--- src/rtl/serial_addsub_pkg.sv ---
// Shared types and defaults for the bit-serial adder/subtractor.
// Holds the controller state encoding and the default operand width.
package serial_addsub_pkg;

  localparam int WIDTH_DEF = 8;

  typedef enum logic [1:0] {
    IDLE = 2'd0,
    RUN  = 2'd1,
    DONE = 2'd2
  } state_t;

endpackage

--- src/rtl/serial_addsub_full_adder.sv ---
// One-bit full adder cell used as the serial datapath of serial_addsub.
module full_adder (
  input  logic A,
  input  logic B,
  input  logic C,
  output logic sum,
  output logic cout
);

  assign sum  = A ^ B ^ C;
  assign cout = (A & B) | (C & (A ^ B));

endmodule

--- src/rtl/serial_addsub.sv ---
// Bit-serial add/subtract: one full adder processes LSB-first, one bit per cycle.
//
//   state | meaning
//   IDLE  | waiting for start; last result held on sum/cout/ovf
//   RUN   | one bit pair added per cycle, WIDTH cycles total
//   DONE  | one-cycle result-valid pulse; start here chains the next operation
module serial_addsub
  import serial_addsub_pkg::*;
#(
  parameter int WIDTH = WIDTH_DEF
) (
  input  logic             clk,
  input  logic             rst,
  input  logic             start,
  input  logic             sub,
  input  logic [WIDTH-1:0] A,
  input  logic [WIDTH-1:0] B,
  output logic             busy,
  output logic             done,
  output logic [WIDTH-1:0] sum,
  output logic             cout,
  output logic             ovf
);

  localparam int CW = (WIDTH > 2) ? $clog2(WIDTH) : 1;
  localparam logic [CW-1:0] LAST = CW'(WIDTH - 1);

  state_t           r_state;
  state_t           w_next;
  logic [WIDTH-1:0] r_a;
  logic [WIDTH-1:0] r_b;
  logic [WIDTH-1:0] r_res;
  logic [WIDTH-1:0] r_sum;
  logic             r_c;
  logic             r_cout;
  logic             r_ovf;
  logic [CW-1:0]    r_cnt;
  logic             w_s;
  logic             w_co;
  logic             w_last;

  full_adder u_fa (
    .A   (r_a[0]),
    .B   (r_b[0]),
    .C   (r_c),
    .sum (w_s),
    .cout(w_co)
  );

  assign w_last = (r_cnt == LAST);

  always_comb begin
    w_next = r_state;
    case (r_state)
      IDLE:    if (start) w_next = RUN;
      RUN:     if (w_last) w_next = DONE;
      DONE:    w_next = start ? RUN : IDLE;
      default: w_next = IDLE;
    endcase
  end

  always_ff @(posedge clk) begin
    if (rst) begin
      r_state <= IDLE;
      r_a     <= '0;
      r_b     <= '0;
      r_res   <= '0;
      r_sum   <= '0;
      r_c     <= 1'b0;
      r_cout  <= 1'b0;
      r_ovf   <= 1'b0;
      r_cnt   <= '0;
    end else begin
      r_state <= w_next;
      if (r_state == RUN) begin
        r_a   <= r_a >> 1;
        r_b   <= r_b >> 1;
        r_res <= {w_s, r_res[WIDTH-1:1]};
        r_c   <= w_co;
        r_cnt <= r_cnt + 1'b1;
        // On the final bit r_c still holds the carry into the MSB.
        if (w_last) begin
          r_sum  <= {w_s, r_res[WIDTH-1:1]};
          r_cout <= w_co;
          r_ovf  <= r_c ^ w_co;
        end
      end else if (start) begin
        r_a   <= A;
        r_b   <= B ^ {WIDTH{sub}};
        r_c   <= sub;
        r_cnt <= '0;
      end
    end
  end

  assign busy = (r_state == RUN);
  assign done = (r_state == DONE);
  assign sum  = r_sum;
  assign cout = r_cout;
  assign ovf  = r_ovf;

endmodule

--- config.mk ---
export PLATFORM = sky130hd
export DESIGN_NAME = serial_addsub
export DESIGN_NICKNAME = d
export VERILOG_FILES = /design/src/rtl/serial_addsub_pkg.sv /design/src/rtl/serial_addsub_full_adder.sv /design/src/rtl/serial_addsub.sv
export SDC_FILE = /design/constraint.sdc
export NUM_CORES = 1
export LEC_CHECK = 0
export BUFFER_PORTS_ARGS = -buffer_cell sky130_fd_sc_hd__buf_2
export CAP_MARGIN = 20
export CORE_ASPECT_RATIO = 1.75
export CORE_UTILIZATION = 58
export DETAILED_ROUTE_END_ITERATION = 6
export PLACE_DENSITY = 0.83
export SYNTH_ARGS = -nofsm -noshare
export SYNTH_HDL_FRONTEND = slang
export SYNTH_HIERARCHICAL = 1
export SYNTH_SLANG_ARGS = --single-unit
--- constraint.sdc ---
create_clock -name clk -period 1.9 [get_ports clk]
set_input_delay 0.095 -clock clk [delete_from_list [all_inputs] [get_ports clk]]
set_output_delay 0.095 -clock clk [all_outputs]
set_load 0.05 [all_outputs]
### Word-level counts from Yosys, hierarchy flattened

Index checks and enable logic that the tools add are counted.

| cells by class | value |
|---|---|
| equal/unequal tests | 5 |
| bitwise logic cells | 7 |
| muxes and demuxes | 12 |
| add/subtract/negate cells | 1 |
| reduce and logical (&&, ||, !) cells | 5 |

Operators by type and width:

| kind | count |
|---|---|
| 2-to-1 mux 7 bit | 4 |
| bitwise XOR 8 bit | 1 |
| 2-to-1 mux 3 bit | 2 |
| case mux 2 bit (3 select lines) | 1 |
| 2-to-1 mux 2 bit | 2 |
| AND reduction 2 bit | 2 |
| adder 3 x 1 -> 3 bit, second input constant | 1 |
| == test 3 bit, second input constant | 1 |
| 2-to-1 mux 1 bit | 3 |
| bitwise XOR 1 bit | 3 |
| AND 1 bit | 2 |
| == test 2 x 1 -> 1 bit, second input constant | 1 |
| == test 2 bit, second input constant | 1 |
| logical NOT 2 bit | 1 |
| != test 2 x 1 -> 1 bit, second input constant | 1 |
| != test 2 bit, second input constant | 1 |
| nonzero test 2 bit | 1 |
| OR reduction 2 bit | 1 |
| OR 1 bit | 1 |

| word-level totals | value |
|---|---|
| output and inout bits | 12 |
| logic and storage cells | 41 |
| register bits | 40 |
| input bits | 20 |

### Depth between registers and ports, before layout

Gate-level depths: netlist of run 1.

| depth | value |
|---|---|
| word-level depth | 4 |
| depth in mapped cells | 6 |
| depth with buffers taken out | 5 |

### Hierarchy

The synthesis of run 1 kept the hierarchy.

By module, submodules not included:

| module | area an instance (µm²) | times used | cells each | seq. area each (µm²) |
|---|---|---|---|---|
| serial_addsub | 1642.8 | 1 | 188 | 780.7 |
| full_adder | 20.0 | 1 | 1 | 0.0 |

### Worst setup path after synthesis of run 1

No wires, ideal clock.

| timing | value |
|---|---|
| kind | register to register |
| start point | register r_cnt[0] |
| end point | register r_ovf, in the netlist ovf |
| path buffers | 1 |
| cell stages (with the launch flop) | 6 |
| data arrival time | 1186 ps |
| path slack | 629 ps |
| required time | 1814 ps |
| setup time | 86 ps |
| period minus slack after synthesis | 1271 ps |
| cells stage by stage | dfxtp_1 ha_1 ha_1 and3b_1 buf_2 a211oi_1 |

| on the way | value |
|---|---|
| longest elaborated chain between the ends | 2 |

RTL lines:

| item | RTL line | text |
|---|---|---|
| from (decl) | serial_addsub.sv:37 | `logic [CW-1:0] r_cnt;` |
| from (signal assigned) | serial_addsub.sv:80 | `r_cnt <= r_cnt + 1'b1;` |
| == test 3 bit | serial_addsub.sv:50 | `assign w_last = (r_cnt == LAST);` |
| AND reduction 2 bit (no line) | - |  |
| to (signal assigned) | serial_addsub.sv:85 | `r_ovf <= r_c ^ w_co;` |
| to (decl) | serial_addsub.sv:36 | `logic r_ovf;` |

No other way between the ends.
A chain may end at the register's enable or synchronous reset.

### Worst setup path after layout of run 1

| timing | value |
|---|---|
| start point | register r_state[1] |
| end point | output busy |

| on the way | value |
|---|---|
| longest elaborated chain between the ends | 1 |

RTL lines:

| item | RTL line | text |
|---|---|---|
| from (decl) | serial_addsub.sv:28 | `state_t r_state;` |
| from (signal assigned) | serial_addsub.sv:74 | `r_state <= w_next;` |
| == test 2 x 1 -> 1 bit | serial_addsub.sv:96 | `assign busy = (r_state == RUN);` |
| to (decl) | serial_addsub.sv:18 | `output logic busy,` |

No other way between the ends.

==> reports/summary.json, run 1 <==
{
  "run_status": {
    "run_status": "finished, final reports clean"
  },
  "floorplanning": {
    "row_count": 25,
    "ioPinCount": 32,
    "placeableCoreArea_um2": 2720,
    "die-area_um2": 3090,
    "initial_standard_cell_utilization_of_the_core": 0.611,
    "fp.dieH_um": 72.8,
    "die_w_um": 42.5
  },
  "power": {
    "netSwitchingPower_uw": 403,
    "final_total_pwr_mw": 1.60,
    "leakagePower_nw": 0.774,
    "p_sw_frac": 0.252,
    "vdd_drop_max_mv": 0.700,
    "share_of_power_burned_in_combinational_logic": 0.121,
    "clock_network_fraction_of_design_power": 0.329,
    "power.share.sequential": 0.551,
    "power_report.internal_total_mw": 1.20,
    "power-per-cell-area_nw_per_um2": 863
  },
  "final_layout": {
    "share_of_final_layout_standard_cells_stronger_than_drive_strength_1": 0.191,
    "register_area_um2": 781,
    "diodes": 0,
    "utilization": 0.682,
    "post_layout_nets": 237,
    "multi_input_comb_area_um2": 788,
    "num-fill-cells": 245,
    "area_growth_pct": 11.7
  },
  "timing": {
    "number_of_hold_slack_violations_in_the_final_timing_report": 0,
    "worst_slew_pin_slew_ns": 0.670,
    "setup_viol": 0,
    "timing.max_slew.rel_slack": 0.553,
    "final_worst_setup_slack_ns": 0.458,
    "fin_setup_tns_ns": 0,
    "layout_skew_ns": 0.00337,
    "period_share": 0.759,
    "max_freq_ghz": 0.693,
    "layout_min_cycle_time_ns": 1.44,
    "grt_setup_unrepaired": "no",
    "slew_violations": 0
  },
  "hold_path": {
    "worst_hold_path_type": "input port to register",
    "min_path_cells": 3
  },
  "clock_tree": {
    "clkSlewWorstSetupHoldPaths_ns": 0.07,
    "post-cts-setup-buffers": 0,
    "cts-root-buf": "sky130_fd_sc_hd__clkbuf_8",
    "cts_num_sinks": 39,
    "postCtsHoldBufs": 0,
    "clock_path_buffers": 2,
    "cts_made_buffers": 5,
    "cts_tree": "built",
    "cts_repair_resize_count": 0,
    "worstSkewPairLatency_ns": 0.29,
    "htree_levels": 2
  },
  "critical_path": {
    "endpoint_kind": "output pin",
    "cp_max_fo": 27,
    "cp_data_arrival_time_ns": 1.35,
    "cp-start-kind": "register",
    "crit_type": "register to output pin",
    "worst-r2r-cell-count": 5,
    "timing.critical_path.required_ns": 1.80
  },
  "synth": {
    "synthTopCellsByArea": "sky130_fd_sc_hd__dfxtp_1, sky130_fd_sc_hd__nand2_1, sky130_fd_sc_hd__a21oi_1",
    "synth_warnings": 6,
    "synth-edff-count": 0,
    "synth_area_um2": 1660,
    "netlist_instances": 189,
    "avgSynthCellArea_um2": 8.80,
    "post_synth_fa_ha_maj_area_fraction": 0.0271,
    "synth_top_family_by_area": "simple AND/OR/NAND/NOR gates",
    "proportion_of_synthesized_chip_area_in_sequential_cells": 0.470,
    "ys_async_sr_fraction": 0,
    "synth_top_flop_cell": "sky130_fd_sc_hd__dfxtp_1",
    "yosys-mux-area-fraction": 0.0542,
    "synth-xor-area-share": 0.0474,
    "post-synth-top-area-cell": "sky130_fd_sc_hd__dfxtp_1",
    "synth.ff_latch_count": 39,
    "syn_nets": 212,
    "synth_top_area_share": 0.470,
    "synthDistinctLibCells": 25,
    "synth_compound_gate_area_share": 0.172,
    "synth_most_common_cell": "sky130_fd_sc_hd__nand2_1",
    "synthTopCellsByCount": "sky130_fd_sc_hd__nand2_1, sky130_fd_sc_hd__dfxtp_1, sky130_fd_sc_hd__a21oi_1",
    "synth_simple_gate_area_share": 0.173
  },
  "routing": {
    "route.detailed.vias_per_inst": 5.48,
    "number_of_vias_in_the_routed_layout": 1327,
    "wl_per_cell_um": 12.0,
    "post-route-drc-count": 0,
    "detail_route.wirelength_um": 2890,
    "detail_route.first_pass.iterations": 4,
    "antenna_left": 0,
    "drt-initial-drc-count": 21
  },
  "grt": {
    "number_of_antenna_violations_at_the_first_check_in_global_routing": 0,
    "grt_first_pass_wirelength_um": 5010,
    "first_global_vias": 1257,
    "global_route.overflow_total": 0,
    "grt.total_usage": 0.212,
    "grt_start_max_net_pins": 40
  },
  "placed_design": {
    "dp_slack_ns": 0.499,
    "port-buffer-count": 31,
    "gp_congestion": 0.759,
    "hpwlAfterDp_um": 2060
  },
  "job": {
    "maxCapViolations": 0
  }
}
[through the flow]
step | instances | instance area (um2) | hold WS [ns]
floorplan | 189 | 1660 | 0.171
global placement | 234 | 1780 | 0.390
detailed placement | 234 | 1780 | 0.387
CTS | 242 | 1860 | 0.0876
global route | 242 | 1860 | 0.0966
finish | 242 | 1860 | 0.0868
[metal layers]
layer | GRT usage | vias to the layer above | routed length, um
met5 | 0 | - | 0
met4 | 0.104 | 0 | 61
met3 | 0.0545 | 5 | 97
met2 | 0.397 | 29 | 1600
met1 | 0.208 | 606 | 1130
li1 | - | 687 | -
[flip-flops by register name, indices dropped and copies added, names as in the netlist]
signal   count
ovf          1
r_b          8
r_c          1
r_res        7
r_cnt        3
sum          8
r_a          8
r_state      2
cout         1
[layout make-up]
| type | count | share of cell area |
|---|---|---|
| timing repair buffer | 32 | 0.0876 |
| multi-input combinational | 134 | 0.425 |
| inverter | 2 | 0.00539 |
| clock inverter | 1 | 0.00270 |
| sequential | 39 | 0.420 |
| clock buffer | 7 | 0.0411 |
| tap | 27 | 0.0182 |
[cells in the final DEF, fill, tap and decap left out, types with 2 or more instances in the layout]
| cell | synthesis | final |
|---|---|---|
| sky130_fd_sc_hd__mux2i_1 | 9 | 9 |
| sky130_fd_sc_hd__a21oi_1 | 25 | 25 |
| sky130_fd_sc_hd__buf_2 | 7 | 31 |
| sky130_fd_sc_hd__a211oi_1 | 9 | 9 |
| sky130_fd_sc_hd__a211o_1 | 7 | 7 |
| sky130_fd_sc_hd__nand2_1 | 41 | 41 |
| sky130_fd_sc_hd__ha_1 | 2 | 2 |
| sky130_fd_sc_hd__nor2_1 | 19 | 19 |
| sky130_fd_sc_hd__clkbuf_8 | 0 | 5 |
| sky130_fd_sc_hd__nand2b_1 | 2 | 2 |
| sky130_fd_sc_hd__nand3b_1 | 4 | 4 |
| sky130_fd_sc_hd__clkbuf_1 | 1 | 2 |
| sky130_fd_sc_hd__dfxtp_1 | 39 | 39 |
| sky130_fd_sc_hd__xnor2_1 | 9 | 9 |
[power groups by stage]
| stage | clock network [mW] | registers [mW] | logic [mW] |
|---|---|---|---|
| final | 0.527 | 0.882 | 0.193 |
| after global routing | 0.568 | 0.887 | 0.217 |
| after CTS | 0.534 | 0.882 | 0.197 |
| after detailed placement | 0 | 0.901 | 0.195 |
| after global placement | 0 | 0.898 | 0.188 |
| after floorplan | 0 | 0.894 | 0.163 |
[path summary, 6_finish.rpt]
| kind | from | end | slack (ns) |
|---|---|---|---|
| worst max-delay path | r_state[1] | busy | 0.46 |
| worst min-delay path | A[7] | r_a[7] | 0.09 |
| worst max register to register | r_cnt[0] | ovf | 0.49 |
| worst min register to register | sum[4] | sum[4] | 0.45 |
[worst max-delay path: stages, from the launching register on]
cell and delay, ns:
sky130_fd_sc_hd__dfxtp_1 0.33, sky130_fd_sc_hd__nand2b_1 0.19, sky130_fd_sc_hd__inv_4 0.22, sky130_fd_sc_hd__buf_2 0.31
[cell families (layout without fill, tap and decap cells)]
group,after synthesis,in the layout
compound gates,44,44
xor+xnor,9,9
fa+ha+maj,3,3
buf+inv,16,42
flops,39,39
mux,9,9
simple gates,69,69
Note: power is estimated with default switching activity, not from simulation.
==> run 2: changes to the inputs <==
--- a/config.mk
+++ b/config.mk
@@ -8,9 +8,9 @@
 export BUFFER_PORTS_ARGS = -buffer_cell sky130_fd_sc_hd__buf_2
 export CAP_MARGIN = 20
 export CORE_ASPECT_RATIO = 1.75
-export CORE_UTILIZATION = 58
+export CORE_UTILIZATION = 48
 export DETAILED_ROUTE_END_ITERATION = 6
-export PLACE_DENSITY = 0.83
+export PLACE_DENSITY = 0.74
 export SYNTH_ARGS = -nofsm -noshare
 export SYNTH_HDL_FRONTEND = slang
 export SYNTH_HIERARCHICAL = 1
==> constraint.sdc (replaced) <==
create_clock -name clk -period 1.3 [get_ports clk]
set_input_delay 0.065 -clock clk [delete_from_list [all_inputs] [get_ports clk]]
set_output_delay 0.065 -clock clk [all_outputs]
set_load 0.05 [all_outputs]
==> reports/summary.json, run 2 (same netlist as run 1, synthesis figures left out) <==
{
  "run_status": {
    "run_status": "complete, but fails checks",
    "failed_checks": "setup timing"
  },
  "power": {
    "power_report.internal_total": {"value": 2.17, "unit": "mW", "change": "+81%"},
    "share_of_power_burned_in_combinational_logic": {"value": 0.119, "change": "-0.002"},
    "netSwitchingPower": {"value": 618, "unit": "uW", "change": "+53%"},
    "power-per-cell-area": {"value": 1330, "unit": "nW/um2", "change": "+54%"},
    "leakagePower": {"value": 0.861, "unit": "nW", "change": "+11%"},
    "power.share.sequential": {"value": 0.462, "change": "-0.089"},
    "p_sw_frac": {"value": 0.221, "change": "-0.0301"},
    "clock_network_fraction_of_design_power": {"value": 0.419, "change": "+0.090"},
    "vdd_drop_max": {"value": 1.03, "unit": "mV", "change": "+47%"}
  },
  "timing": {
    "timing.max_slew.rel_slack": {"value": 0.649, "change": "+0.0959"},
    "number_of_hold_slack_violations_in_the_final_timing_report": {"value": 0, "change": "unchanged"},
    "period_share": 1.02,
    "max_freq_ghz": 0.752,
    "slew_violations": {"value": 0, "change": "unchanged"},
    "grt_setup_unrepaired": "yes",
    "worst_slew_pin_slew": {"value": 0.527, "unit": "ns", "change": "-0.144 ns"},
    "layout_skew": {"value": 0.0110, "unit": "ns", "change": "+0.00764 ns"},
    "layout_min_cycle_time_ns": 1.33,
    "fin_setup_tns": {"value": -0.0420, "unit": "ns", "change": "-0.0420 ns"},
    "setup_viol": {"value": 3, "change": "+3"},
    "final_worst_setup_slack": {"value": -0.0293, "unit": "ns", "change": "-0.487 ns"}
  },
  "clock_tree": {
    "cts_num_sinks": {"value": 39, "change": "unchanged"},
    "clock_path_buffers": {"value": 2, "change": "unchanged"},
    "clkSlewWorstSetupHoldPaths": {"value": 0.08, "unit": "ns", "change": "about the same"},
    "cts-root-buf": "sky130_fd_sc_hd__clkbuf_8",
    "postCtsHoldBufs": {"value": 0, "change": "unchanged"},
    "cts_tree": "built",
    "cts_made_buffers": {"value": 5, "change": "unchanged"},
    "htree_levels": {"value": 2, "change": "unchanged"},
    "worstSkewPairLatency": {"value": 0.29, "unit": "ns", "change": "about the same"}
  },
  "critical_path": {
    "crit_type": "register to register",
    "endpoint_kind": "register",
    "rr_startpoint": "r_cnt[1]",
    "rrSetupSlack": {"value": -0.03, "unit": "ns", "change": "-0.52 ns"},
    "timing.critical_path.required": {"value": 1.47, "unit": "ns", "change": "-0.33 ns"},
    "reg2reg_to": "sum[1]",
    "cp-start-kind": "register",
    "cp_max_fo": {"value": 7, "change": "-74%"},
    "worst-r2r-cell-count": {"value": 6, "change": "+1"},
    "cp_data_arrival_time": {"value": 1.50, "unit": "ns", "change": "+0.15 ns"}
  },
  "grt": {
    "grt.total_usage": {"value": 0.187, "change": "-0.0248"},
    "global_route.overflow_total": {"value": 0, "change": "unchanged"},
    "number_of_antenna_violations_at_the_first_check_in_global_routing": {"value": 0, "change": "unchanged"},
    "grt_first_pass_wirelength": {"value": 5070, "unit": "um", "change": "+1.2%"},
    "grt_start_max_net_pins": {"value": 28, "change": "-30%"},
    "first_global_vias": {"value": 1259, "change": "+0.16%"}
  },
  "routing": {
    "wl_per_cell": {"value": 12.2, "unit": "um", "change": "+2.2%"},
    "detail_route.first_pass.iterations": {"value": 4, "change": "unchanged"},
    "post-route-drc-count": {"value": 0, "change": "unchanged"},
    "antenna_left": {"value": 0, "change": "unchanged"},
    "route.detailed.vias_per_inst": {"value": 5.19, "change": "-5.4%"},
    "detail_route.wirelength": {"value": 3250, "unit": "um", "change": "+12%"},
    "drt-initial-drc-count": {"value": 17, "change": "-19%"},
    "number_of_vias_in_the_routed_layout": {"value": 1380, "change": "+4.0%"}
  },
  "final_layout": {
    "stdcell_count": {"value": 266, "change": "+9.9%"},
    "mostFrequentLayoutCell": "sky130_fd_sc_hd__nand2_1",
    "share_of_final_layout_standard_cells_stronger_than_drive_strength_1": {"value": 0.287, "change": "+0.0963"},
    "diodes": {"value": 0, "change": "unchanged"},
    "layout_common_cells": "sky130_fd_sc_hd__nand2_1, sky130_fd_sc_hd__dfxtp_1, sky130_fd_sc_hd__buf_2, sky130_fd_sc_hd__a21oi_1, sky130_fd_sc_hd__nor2_1",
    "area_growth_pct": 26.2,
    "post_layout_nets": {"value": 245, "change": "+3.4%"}
  },
  "placed_design": {
    "gp_congestion": {"value": 0.702, "change": "-7.6%"},
    "post-place-cells": {"value": 255, "change": "+9.0%"},
    "hpwlAfterDp": {"value": 1950, "unit": "um", "change": "-5.6%"},
    "port-buffer-count": {"value": 31, "change": "unchanged"}
  },
  "hold_path": {
    "hold_path_startpoint": "B[7]",
    "whs_endpoint": "r_b[7]",
    "min_path_cells": {"value": 3, "change": "unchanged"},
    "worst_hold_path_type": "input port to register"
  },
  "floorplanning": {
    "ioPinCount": {"value": 32, "change": "unchanged"},
    "row_count": {"value": 27, "change": "+8.0%"},
    "die_w": {"value": 46.5, "unit": "um", "change": "+9.5%"},
    "initial_standard_cell_utilization_of_the_core": {"value": 0.518, "change": "-0.0929"},
    "fp.dieH": {"value": 79.9, "unit": "um", "change": "+9.7%"},
    "placeableCoreArea": {"value": 3210, "unit": "um2", "change": "+18%"},
    "die-area": {"value": 3710, "unit": "um2", "change": "+20%"}
  },
  "job": {
    "maxCapViolations": {"value": 0, "change": "unchanged"}
  }
}
==> run 2: cell types whose count changed in the layout (fill, tap and decap cells not counted), sizes merged <==
cell | before | now
buf | 32 | 39
bufinv | 0 | 2
clkbuf | 7 | 6
clkinv | 1 | 0
inv | 2 | 3
==> run 2: worst max-delay path, stage by stage (launching register included) <==
cell and delay (ns):
sky130_fd_sc_hd__dfxtp_2 0.34, sky130_fd_sc_hd__ha_4 0.16, sky130_fd_sc_hd__ha_4 0.15, sky130_fd_sc_hd__and3b_2 0.28, sky130_fd_sc_hd__buf_4 0.15, sky130_fd_sc_hd__nand2_1 0.07, sky130_fd_sc_hd__a21oi_1 0.06
==> run 2: per-layer routing <==
metal  track usage  routed length (um)  vias to the layer above
met2         0.317                1720                       35
li1              -                   -                      697
met3        0.0407                 110                        7
met5             0                   0                        -
met1         0.205                1350                      641
met4        0.0941                  64                        0
==> run 2: how the worst max path moves through the flow <==
stage                        start      to  cells past startpoint
after floorplan           r_cnt[0]     ovf                      5
after global placement    r_cnt[0]     ovf                      5
after detailed placement  r_cnt[0]     ovf                      5
final                     r_cnt[1]  sum[1]                      6
after global routing      r_cnt[1]  sum[1]                      6
after CTS                 r_cnt[0]     ovf                      5
==> run 2: final cells by class <==
cell class	instances	area [um2]
clock inverter	2	60.1
fill	281	1110
sequential	39	783
timing repair inverter	1	6.26
tap	43	53.8
timing repair buffer	39	259
clock buffer	6	72.6
inverter	2	15.0
multi-input combinational	134	848
==> run 2: power by group through the flow <==
stage / logic, mW / clock network, mW / registers, mW
floorplan: 0.238 / 0 / 1.31
global placement: 0.306 / 0 / 1.31
detailed placement: 0.309 / 0 / 1.31
CTS: 0.325 / 1.19 / 1.29
global route: 0.371 / 1.24 / 1.30
finish: 0.333 / 1.17 / 1.29
==> run 2: stage by stage <==
| step | area [um2] | hold slack [ns] | power, mW | util | worst slack (ns) |
|---|---|---|---|---|---|
| 2_1_floorplan | 1660 | 0.141 | 1.54 | - | 0.0288 |
| 3_3_place_gp | 1860 | 0.386 | 1.62 | 0.579 | -0.0379 |
| 3_5_place_dp | 1860 | 0.393 | 1.62 | 0.579 | -0.0744 |
| 4_1_cts | 2010 | 0.0900 | 2.80 | 0.627 | -0.00799 |
| 5_1_grt | 2100 | 0.111 | 2.91 | 0.654 | -0.0798 |
| 6_report | 2100 | 0.0933 | 2.79 | 0.654 | -0.0293 |
==> run 2: timing repair <==
action                                  4_1_cts  5_1_grt
pin swaps                                     0        5
buffers inserted                              0        2
cloned                                        1        0
endpoints found under the setup margin       11       11
resized for setup                             7       15
